[src/rtl/bcd_display_scan.sv]
// Four-slot multiplexed seven-segment driver for a two-digit BCD counter.
// Slots: ones, tens, blank, direction glyph; digit values are frozen per frame.
module bcd_display_scan #(
  parameter int SCAN_DIV = 100000
) (
  input  logic       clock,
  input  logic       clear_n,
  input  logic [3:0] tens,
  input  logic [3:0] ones,
  input  logic       carry_in,
  input  logic       up,
  input  logic       blank_zero,
  input  logic       ovf_clear,
  output logic [3:0] an,
  output logic [6:0] seg,
  output logic       dp,
  output logic       overflow
);

  localparam int DIV_W = $clog2(SCAN_DIV);
  localparam logic [DIV_W-1:0] DIV_LAST = DIV_W'(SCAN_DIV - 1);

  localparam logic [1:0] SEL_ONES  = 2'd0;
  localparam logic [1:0] SEL_TENS  = 2'd1;
  localparam logic [1:0] SEL_BLANK = 2'd2;
  localparam logic [1:0] SEL_DIR   = 2'd3;

  localparam logic [6:0] SEG_BLANK = 7'b1111111;
  localparam logic [6:0] SEG_UP    = 7'b1000001;
  localparam logic [6:0] SEG_DOWN  = 7'b0100001;

  logic [DIV_W-1:0] div;
  logic [1:0]       sel;
  logic [3:0]       snap_tens;
  logic [3:0]       snap_ones;
  logic             snap_up;
  logic             snap_ovf;
  logic             frame_start;
  logic [3:0]       an_d;
  logic [6:0]       seg_d;
  logic             dp_d;

  function automatic logic [6:0] seg_decode(input logic [3:0] digit);
    case (digit)
      4'd0:    seg_decode = 7'b1000000;
      4'd1:    seg_decode = 7'b1111001;
      4'd2:    seg_decode = 7'b0100100;
      4'd3:    seg_decode = 7'b0110000;
      4'd4:    seg_decode = 7'b0011001;
      4'd5:    seg_decode = 7'b0010010;
      4'd6:    seg_decode = 7'b0000010;
      4'd7:    seg_decode = 7'b1111000;
      4'd8:    seg_decode = 7'b0000000;
      4'd9:    seg_decode = 7'b0010000;
      default: seg_decode = 7'b0111111;
    endcase
  endfunction

  // NOTE: sequential state uses non-blocking assignments so every register
  // samples pre-edge values, independent of block ordering.
  always_ff @(posedge clock or negedge clear_n) begin
    if (!clear_n) begin
      div <= '0;
      sel <= SEL_ONES;
    end else if (div == DIV_LAST) begin
      div <= '0;
      sel <= sel + 2'd1;
    end else begin
      div <= div + DIV_W'(1);
    end
  end

  assign frame_start = (div == '0) && (sel == SEL_ONES);

  // The overflow snapshot takes the pre-edge flag, so a carry reaches dp one frame later.
  always_ff @(posedge clock or negedge clear_n) begin
    if (!clear_n) begin
      snap_tens <= '0;
      snap_ones <= '0;
      snap_up   <= 1'b0;
      snap_ovf  <= 1'b0;
    end else if (frame_start) begin
      snap_tens <= tens;
      snap_ones <= ones;
      snap_up   <= up;
      snap_ovf  <= overflow;
    end
  end

  // Set has priority over clear so a carry coinciding with a clear is not lost.
  always_ff @(posedge clock or negedge clear_n) begin
    if (!clear_n)        overflow <= 1'b0;
    else if (carry_in)   overflow <= 1'b1;
    else if (ovf_clear)  overflow <= 1'b0;
  end

  // NOTE: defaults first so no path through the case leaves an output
  // unassigned, which would otherwise infer a latch.
  always_comb begin
    an_d  = 4'b1111;
    seg_d = SEG_BLANK;
    dp_d  = 1'b1;
    case (sel)
      SEL_ONES: begin
        an_d  = 4'b1110;
        seg_d = seg_decode(snap_ones);
      end
      SEL_TENS: begin
        if (!(blank_zero && (snap_tens == 4'd0))) begin
          an_d  = 4'b1101;
          seg_d = seg_decode(snap_tens);
          dp_d  = ~snap_ovf;
        end
      end
      SEL_DIR: begin
        an_d  = 4'b0111;
        seg_d = snap_up ? SEG_UP : SEG_DOWN;
      end
      default: ;
    endcase
  end

  // Registering all three together keeps slot changes glitch-free.
  always_ff @(posedge clock or negedge clear_n) begin
    if (!clear_n) begin
      an  <= 4'b1111;
      seg <= SEG_BLANK;
      dp  <= 1'b1;
    end else begin
      an  <= an_d;
      seg <= seg_d;
      dp  <= dp_d;
    end
  end

endmodule

[config.mk]
export PLATFORM = sky130hd
export DESIGN_NAME = bcd_display_scan
export DESIGN_NICKNAME = d
export VERILOG_FILES = /design/src/rtl/bcd_display_scan.sv
export SDC_FILE = /design/constraint.sdc
export NUM_CORES = 1
export LEC_CHECK = 0
export ABC_AREA = 1
export CORE_MARGIN = 2
export CORE_UTILIZATION = 47
export CTS_CLUSTER_DIAMETER = 150
export DETAILED_ROUTE_END_ITERATION = 8
export PLACE_DENSITY = 0.69
export SLEW_MARGIN = 20
export SYNTH_ARGS = -nofsm -noshare
export SYNTH_HDL_FRONTEND = slang
export SYNTH_SLANG_ARGS = --single-unit
[constraint.sdc]
create_clock -name clock -period 3.5 [get_ports clock]
set_clock_uncertainty 0.2 [all_clocks]
set_input_delay 0.7 -clock clock [delete_from_list [all_inputs] [get_ports clock]]
set_output_delay 0.7 -clock clock [all_outputs]
set_load 0.02 [all_outputs]
==> impl_metrics.tcl <==
set metrics [dict create \
    cts_resized 0 \
    rsz0062_at_grt "false" \
    cp_max_fo 11 \
    synth_cells 304 \
    path_class "reg -> reg" \
    fin_tns_setup_ns 0 \
    clockBufferDepth 2 \
    fmax_mhz 429 \
    num_rows 26 \
    min_period_over_period 0.666 \
    seq_area_frac_synth 0.427 \
    num_vias 2028 \
    hold_end "dp" \
    utilization 0.570 \
    status "finished, final reports clean" \
    grt_pass1_wl_um 9000 \
    path_cells "inv_1 > ha_1 > nand3_1 > nor2_1 > nand3_2 > nand2_1 > nand2_1" \
    h-tree-depth 2 \
    hpwlAfterDp_um 3710 \
    cts-root-buf "clkbuf_8" \
    power.density_nw_per_um2 358 \
    irDropWorstVdd_uv 253 \
    io_buffers 25 \
    ant_nets 0 \
    drtPass1Iterations 4 \
    drt_wl_total_um 5000 \
    synth_top_cell_by_area "dfrtp_1" \
    crit_top_cell "nand2_1" \
    dieWidth_um 76.0 \
    synth.most_common_cell "nand2_1" \
    power.leakage_nw 1.45 \
    slew_violations 0 \
    drc 0 \
    fill_cells 465 \
    slew_headroom 0.409 \
    synth.distinct_cells 27 \
    area_delta_synth_final_pct 18.1 \
    post-cts-setup-buffers 0 \
    critPathCaptureType "flip-flop" \
    max_stage_delay_ns 0.57 \
    synth-edff-count 0 \
    routedWlPerCell_um 12.4 \
    layout-drive-gt1-share 0.114 \
    finalSetupViolCount 0 \
    hold_buffers 0 \
    drv_cap 0 \
    crit_required_ns 3.48 \
    yosysWarningCount 0 \
    pre_cts_slack_ns 1.18 \
    reg2reg_depth 7 \
    worst_pin_slew_ns 0.886 \
    num-nets-final 365 \
    clock_latency_ns 0.29 \
    min_from "snap_ovf" \
    hold_violations 0 \
    cts_tree "built" \
    start_util 0.483 \
    grt_pass1_vias 1961 \
    cts.sinks 41 \
    regArea_um2 1040 \
    routabilityCongestion 0.901 \
    hp-class "reg -> reg" \
    crit_path_top_delay_cell "nor2_1" \
    synthArstFlopShare 1.00 \
    track_usage 0.192 \
    avgSynthCellArea_um2 8.01 \
    post-route-min-period_ns 2.33 \
    ys_seq_elements 41 \
    num_antenna_cells 0 \
    drt_iter0_markers 128 \
    clkTransAtPathRegs_ns 0.08 \
    hold_depth 1 \
    synth_top_area_share 0.308 \
    antenna_found_initial 0 \
    synth_ff_type "dfrtp_1" \
    syn-num-nets 337 \
    synth_common_cells "nand2_1, inv_1, nor2_1" \
    syn_area_um2 2430 \
    multi_input_area_um2 1180 \
    gr-total-overflow 0 \
    startpoint_type "flip-flop" \
    finalWorstSetupSlack_ns 1.17 \
    core_area_um2 5040 \
    rrSetupSlack_ns 1.17 \
    die-area_um2 5770 \
    die_h_um 76.0 \
    via_per_inst 5.03 \
    timing.rr.start "sel[0]" \
    synth_area_leaders "dfrtp_1, dfstp_2, ha_1" \
    pin_count 27 \
    grt_max_degree 42 \
    cts_made_buffers 5 \
    reg2reg_to "snap_ones[3]" \
    arrival_ns 2.31 \
]
==> metrics by stage <==
step	power [mW]	instances	instance area (um^2)	hold slack, ns
after floorplan	0.550	304	2430	0.203
after global placement	0.595	395	2740	0.241
after global routing	1.08	403	2880	0.274
after detailed placement	0.596	395	2740	0.248
after CTS	1.04	403	2880	0.260
final	1.03	403	2880	0.257
==> cell type report <==
cell class	count	share of cell area
well taps	70	0.0305
inverters	49	0.0640
multi-input cells	210	0.412
repair buffers	25	0.0853
clock inverters	3	0.0226
clock buffers	5	0.0239
flip-flops and latches	41	0.362
==> cell families after synthesis <==
kind of cell | share of synthesized area
buffers and inverters | 0.0859
and+or+nand+nor | 0.316
DFF | 0.427
adders and majority gates | 0.0977
other | 0.00154
AOI/OAI and AO/OA | 0.0468
xor gates and xnor gates | 0.0252
==> worst max-delay path, delay by kind of cell (launching register included) <==
family,cells,cell delay [ns]
and+or+nand+nor,5,1.23
DFF,1,0.44
adders and majority gates,1,0.21
buffers and inverters,1,0.15
==> cells in the final DEF (no fill, tap or decap), types with 2 or more instances in the layout <==
cell / Yosys / layout
dfstp_2: 11 / 11
dfrtp_1: 30 / 30
nand3_2: 3 / 3
clkbuf_8: 0 / 5
o21ai_0: 11 / 11
nand2_2: 4 / 4
nand3_1: 21 / 21
inv_2: 4 / 4
clkdlybuf4s50_1: 0 / 24
nand4_1: 23 / 23
bufinv_16: 0 / 2
a21oi_1: 4 / 4
nor2_1: 41 / 41
nor3_1: 2 / 2
inv_1: 45 / 45
nand2_1: 61 / 61
o21ai_1: 4 / 4
xor2_1: 7 / 7
ha_1: 19 / 19
nor2_2: 2 / 2
==> registers in the layout (all words and copies together), names as in the netlist, 2 cells and up <==
name,flops
sel,2
snap_tens,4
snap_ones,4
div,17
seg,7
an,3
==> worst max-delay path by stage <==
stage,from,end,slack [ns],cells past startpoint
2_1_floorplan,sel[0],snap_ovf,1.99,7
3_3_place_gp,sel[0],snap_ones[2],1.28,7
3_5_place_dp,sel[0],snap_ones[3],1.18,7
4_1_cts,sel[0],snap_ones[3],1.17,7
5_1_grt,sel[0],snap_ones[2],0.96,7
6_report,sel[0],snap_ones[3],1.17,7
==> layer usage <==
metal / share of wire / track usage / vias to the layer above
met4: 0.014 / 0.0655 / 0
met5: 0 / 0 / -
li1: - / - / 1017
met2: 0.49 / 0.315 / 51
met3: 0.050 / 0.0429 / 9
met1: 0.45 / 0.251 / 951
==> power breakdown <==
part,switching [mW],internal (mW),leakage (nW)
clock,0.160,0.283,0.0681
sequential,0.0113,0.492,0.492
combinational,0.0460,0.0380,0.886
No activity file was read; power rests on OpenSTA's default activity.
